File: src/rtl/branch_resolve_unit.sv
// Branch resolution for the execute stage: RV32I compare, target generation,
// bimodal 2-bit BHT for fetch prediction, and branch/mispredict event counters.
module branch_resolve_unit #(
    parameter int XLEN        = 32,
    parameter int BHT_ENTRIES = 64,
    parameter int CNT_W       = 32
) (
    input  logic             clk,
    input  logic             rst,
    input  logic [XLEN-1:0]  fetch_pc,
    output logic             fetch_pred_taken,
    input  logic             rs_valid,
    input  logic             rs_flush,
    input  logic [2:0]       rs_func3,
    input  logic [XLEN-1:0]  rs_op_a,
    input  logic [XLEN-1:0]  rs_op_b,
    input  logic [XLEN-1:0]  rs_pc,
    input  logic [XLEN-1:0]  rs_imm,
    input  logic             rs_pred_taken,
    output logic             res_valid,
    output logic             res_taken,
    output logic             res_illegal,
    output logic             res_mispredict,
    output logic [XLEN-1:0]  res_redirect_pc,
    output logic [CNT_W-1:0] br_count,
    output logic [CNT_W-1:0] mp_count
);

    localparam int IDX_W = $clog2(BHT_ENTRIES);

    logic [1:0]       bht_q [BHT_ENTRIES];
    logic [1:0]       bht_d [BHT_ENTRIES];
    logic             res_valid_q, res_valid_d;
    logic             res_taken_q, res_taken_d;
    logic             res_illegal_q, res_illegal_d;
    logic             res_mispredict_q, res_mispredict_d;
    logic [XLEN-1:0]  res_redirect_pc_q, res_redirect_pc_d;
    logic [CNT_W-1:0] br_count_q, br_count_d;
    logic [CNT_W-1:0] mp_count_q, mp_count_d;

    logic [XLEN:0]    diff;
    logic             eq, lt, ltu;
    logic             taken_c, illegal_c;
    logic             acc, legal;
    logic [XLEN-1:0]  pc_seq, pc_tgt;
    logic [IDX_W-1:0] fetch_idx, rs_idx;
    logic [1:0]       ctr_cur;
    logic             unused_fetch_bits;

    assign fetch_idx = fetch_pc[IDX_W+1:2];
    assign rs_idx    = rs_pc[IDX_W+1:2];
    assign unused_fetch_bits = ^{fetch_pc[XLEN-1:IDX_W+2], fetch_pc[1:0]};

    // Lookup deliberately ignores any same-cycle update: fetch sees pre-edge state.
    assign fetch_pred_taken = bht_q[fetch_idx][1];

    always_comb begin
        diff = {1'b0, rs_op_a} - {1'b0, rs_op_b};
        eq   = (diff[XLEN-1:0] == '0);
        ltu  = diff[XLEN];
        lt   = (rs_op_a[XLEN-1] != rs_op_b[XLEN-1]) ? rs_op_a[XLEN-1] : diff[XLEN-1];

        taken_c   = 1'b0;
        illegal_c = 1'b0;
        case (rs_func3)
            3'b000:  taken_c = eq;
            3'b001:  taken_c = ~eq;
            3'b100:  taken_c = lt;
            3'b101:  taken_c = ~lt;
            3'b110:  taken_c = ltu;
            3'b111:  taken_c = ~ltu;
            default: illegal_c = 1'b1;
        endcase

        pc_seq = rs_pc + XLEN'(4);
        pc_tgt = rs_pc + rs_imm;
    end

    always_comb begin
        acc   = rs_valid & ~rs_flush;
        legal = acc & ~illegal_c;

        res_valid_d       = acc;
        res_taken_d       = res_taken_q;
        res_illegal_d     = res_illegal_q;
        res_mispredict_d  = res_mispredict_q;
        res_redirect_pc_d = res_redirect_pc_q;
        br_count_d        = br_count_q;
        mp_count_d        = mp_count_q;
        bht_d             = bht_q;
        ctr_cur           = bht_q[rs_idx];

        if (acc) begin
            res_taken_d       = taken_c;
            res_illegal_d     = illegal_c;
            res_mispredict_d  = legal & (taken_c != rs_pred_taken);
            res_redirect_pc_d = taken_c ? pc_tgt : pc_seq;
        end

        if (legal) begin
            br_count_d = br_count_q + CNT_W'(1);
            if (taken_c != rs_pred_taken) begin
                mp_count_d = mp_count_q + CNT_W'(1);
            end
            if (taken_c && ctr_cur != 2'b11) begin
                bht_d[rs_idx] = ctr_cur + 2'b01;
            end else if (!taken_c && ctr_cur != 2'b00) begin
                bht_d[rs_idx] = ctr_cur - 2'b01;
            end
        end
    end

    always_ff @(posedge clk) begin
        if (rst) begin
            for (int i = 0; i < BHT_ENTRIES; i++) begin
                bht_q[i] <= 2'b01;
            end
            res_valid_q       <= 1'b0;
            res_taken_q       <= 1'b0;
            res_illegal_q     <= 1'b0;
            res_mispredict_q  <= 1'b0;
            res_redirect_pc_q <= '0;
            br_count_q        <= '0;
            mp_count_q        <= '0;
        end else begin
            bht_q             <= bht_d;
            res_valid_q       <= res_valid_d;
            res_taken_q       <= res_taken_d;
            res_illegal_q     <= res_illegal_d;
            res_mispredict_q  <= res_mispredict_d;
            res_redirect_pc_q <= res_redirect_pc_d;
            br_count_q        <= br_count_d;
            mp_count_q        <= mp_count_d;
        end
    end

    assign res_valid       = res_valid_q;
    assign res_taken       = res_taken_q;
    assign res_illegal     = res_illegal_q;
    assign res_mispredict  = res_mispredict_q;
    assign res_redirect_pc = res_redirect_pc_q;
    assign br_count        = br_count_q;
    assign mp_count        = mp_count_q;

endmodule

File: config.mk
export PLATFORM = sky130hd
export DESIGN_NAME = branch_resolve_unit
export DESIGN_NICKNAME = d
export VERILOG_FILES = /design/src/rtl/branch_resolve_unit.sv
export SDC_FILE = /design/constraint.sdc
export NUM_CORES = 1
export LEC_CHECK = 0
export ABC_AREA = 1
export ABC_CLOCK_PERIOD_IN_PS = 6100
export CAP_MARGIN = 20
export CORE_MARGIN = 1.5
export CORE_UTILIZATION = 60
export DETAILED_ROUTE_END_ITERATION = 16
export PLACE_DENSITY = 0.88
export SYNTH_ARGS = -nofsm -noshare
export SYNTH_HDL_FRONTEND = slang
export SYNTH_SLANG_ARGS = --single-unit
File: constraint.sdc
create_clock -name clk -period 6.1 [get_ports clk]
set_clock_uncertainty 0.2 [all_clocks]
set_input_delay 1.22 -clock clk [delete_from_list [all_inputs] [get_ports clk]]
set_output_delay 1.22 -clock clk [all_outputs]
set_load 0.01 [all_outputs]
==> out/metrics.yaml, run 1 <==
synthesis:
  synthAdderAreaFrac: 0.0539
  synthDistinctLibCells: 54
  synth_top_family_by_area: "simple AND/OR/NAND/NOR gates"
  synth_flop_cell: "dfxtp_1"
  synth_cells: 2760
  ys_top_cells_by_area: "dfxtp_1 27%, nand2_1 16%, nor2_1 8.0%"
  yosysTopAreaCell: "dfxtp_1"
  ys_seq_area_frac: 0.270
  synth_enable_flop_cells: 0
  syn_area_mm2: 0.0169
  synth_nets: 2999
  synthMuxAreaShare: 0
  synth_xor_area_frac: 0.0456
  yosysTopAreaCellShare: 0.270
  ys_warn_count: 0
  synthArstFlopShare: 0
  yosys_register_bits: 228
  synth_compound_area_frac: 0.129
  synth-simple-area-share: 0.384
  avgSynthCellArea_um2: 6.13
sta:
  fin_crit_ns: 5.44
  fin_ws_ns: 0.664
  finalSetupViolCount: 0
  worst_pin_slew_ns: 0.860
  timing.final.crit_share: 0.891
  grt_setup_unrepaired: "false"
  max_freq_mhz: 184
  hold_violations: 0
  slew_headroom: 0.426
  finalMaxSlewViolations: 0
  timing.hold.ws_ns: 0.257
  finalSetupTns_ns: 0
detailed_routing:
  met3_length_mm: 5.46
  drtAntennaViolNets: 0
  route.detailed.wl_per_inst_um: 16.2
  met2WireLength_mm: 25.1
  vias: 19600
  drcViolationCount: 0
  finalWirelength_mm: 54.2
  firstDrtPassIters: 6
  vias_per_cell: 5.88
  wl_met1_mm: 21.3
  drt_iter0_drc: 1878
  highest_layer: "met4"
placement:
  io_buffers: 242
  dp_slack_ns: 0.383
  routabilityCongestion: 0.997
  dp_hpwl_mm: 38.6
power:
  p_leak_nw: 9.25
  max-vdd-ir-drop_mv: 0.221
  pwr_density_cell_mw_per_mm2: 195
outcome:
  status: "finished clean"
worst_setup_path:
  critical_path_required_ns: 4.68
  worstSetupPathType: "input port to output pin"
  worst-path-max-fanout: 19
  cp_data_arrival_time_ns: 4.02
  critPathCaptureType: "output pin"
  start_kind: "input port"
floorplan:
  die_w_um: 171
  fp.dieArea_mm2: 0.0292
  rows: 61
  io_pins: 269
  core_region_area_mm2: 0.0278
  die_h_um: 171
  start_util: 0.609
global_route:
  grt_pass1_vias: 18000
  grt.total_usage: 0.359
  antenna_found_initial: 2
  grt_max_degree: 73
  grt_pass1_wl_mm: 86.5
  grt_overflow_total: 0
clocking:
  insertion_delay_ns: 0.55
  clkTransAtPathRegs_ns: 0.06
  cts_setup_buffers: 0
  clk_root_buffer_cell: "clkbuf_16"
  cts_sinks: 228
  cts_tree: "yes"
  ctsHtreeMaxLevel: 1
  hold_buffers: 0
  cts_resized: 0
  clk_path_buf_depth: 3
  cts_made_buffers: 26
layout:
  final_util: 0.736
  drive_gt1_frac: 0.0406
  layout_common_cells: "708 x nand2_1, 361 x nor2_1, 356 x inv_1"
  num-nets-final: 3180
  layout.cells.most_common: "nand2_1"
  syn_to_final_growth_pct: 20.9
  num-fill-cells: 2357
worst_hold_path:
  hp-class: "flop to flop"
flow_run:
  maxCapViolations: 0
[layout make-up]
cell class	instances	area (µm²)	share of cell area
multi-input combinational	2037	10400	0.508
sequential	228	4560	0.223
inverter	370	1400	0.0684
clock buffer	31	689	0.0337
antenna	2	5.00	0.000245
timing repair buffer	278	2760	0.135
clock inverter	15	169	0.00826
tap	378	473	0.0231
[power breakdown]
part	switching, mW	total, mW	internal [mW]
registers	0.0127	1.52	1.51
clock network	0.650	1.58	0.935
logic	0.550	0.888	0.337
[logic make-up after synthesis]
logic type / Yosys count
xor+xnor: 88
buf+inv: 495
fa+ha+maj: 71
compound gates: 384
simple gates: 1494
flops: 228
[metal layers]
metal,global-route usage,vias up
met3,0.0518,183
met1,0.446,8849
met4,0.165,0
met2,0.616,1128
li1,-,9475
met5,0,-
[per-stage QoR]
step	instance area (µm²)	total power [mW]	cells
2_1_floorplan	16900	2.11	2760
3_3_place_gp	19600	2.40	3291
3_5_place_dp	19600	2.42	3291
4_1_cts	20400	3.98	3337
5_1_grt	20400	4.15	3339
6_report	20400	4.00	3339
[path summary, 6_finish.rpt]
check / cells after the start / slack [ns] / from / endpoint
worst max-delay path: 9 / 0.66 / fetch_pc[2] / fetch_pred_taken
worst min-delay path: 2 / 0.26 / flop / flop
worst max register to register: 14 / 2.84 / bht_q[37] / bht_q[5]
worst min register to register: 2 / 0.26 / flop / flop
[synth_stat cells, types with 7 or more instances]
cell and instances:
dfxtp_1 228, o22ai_1 60, nand3_1 138, clkbuf_1 74
o211ai_1 8, a21oi_1 134, inv_1 357, nand2_1 709
ha_1 68, nor3_1 48, buf_2 30, xor2_1 59
o41ai_1 14, buf_6 7, a31oi_1 22, nor2_1 361
a221oi_1 8, nor4_1 17, buf_1 8, xnor2_1 29
nand4_1 181, o21ai_0 117, inv_2 9
[worst max-delay path: stages]
cell             delay (ns)
clkdlybuf4s50_1        0.51
clkinv_1               0.54
o21ai_0                0.36
a21oi_1                0.08
o311ai_0               0.41
o211ai_1               0.15
o211ai_1               0.12
o31ai_1                0.12
clkdlybuf4s50_1        0.50
Power figures use the tool's default switching activity.
==> run 2: changes to the inputs <==
--- a/config.mk
+++ b/config.mk
@@ -7,7 +7,7 @@
 export LEC_CHECK = 0
 export ABC_AREA = 1
 export ABC_CLOCK_PERIOD_IN_PS = 6100
-export CAP_MARGIN = 20
+export CAP_MARGIN = 0
 export CORE_MARGIN = 1.5
 export CORE_UTILIZATION = 60
 export DETAILED_ROUTE_END_ITERATION = 16
==> results of run 2 <==
Same layout as run 1: the final DEF is identical, and so are final timing and power.
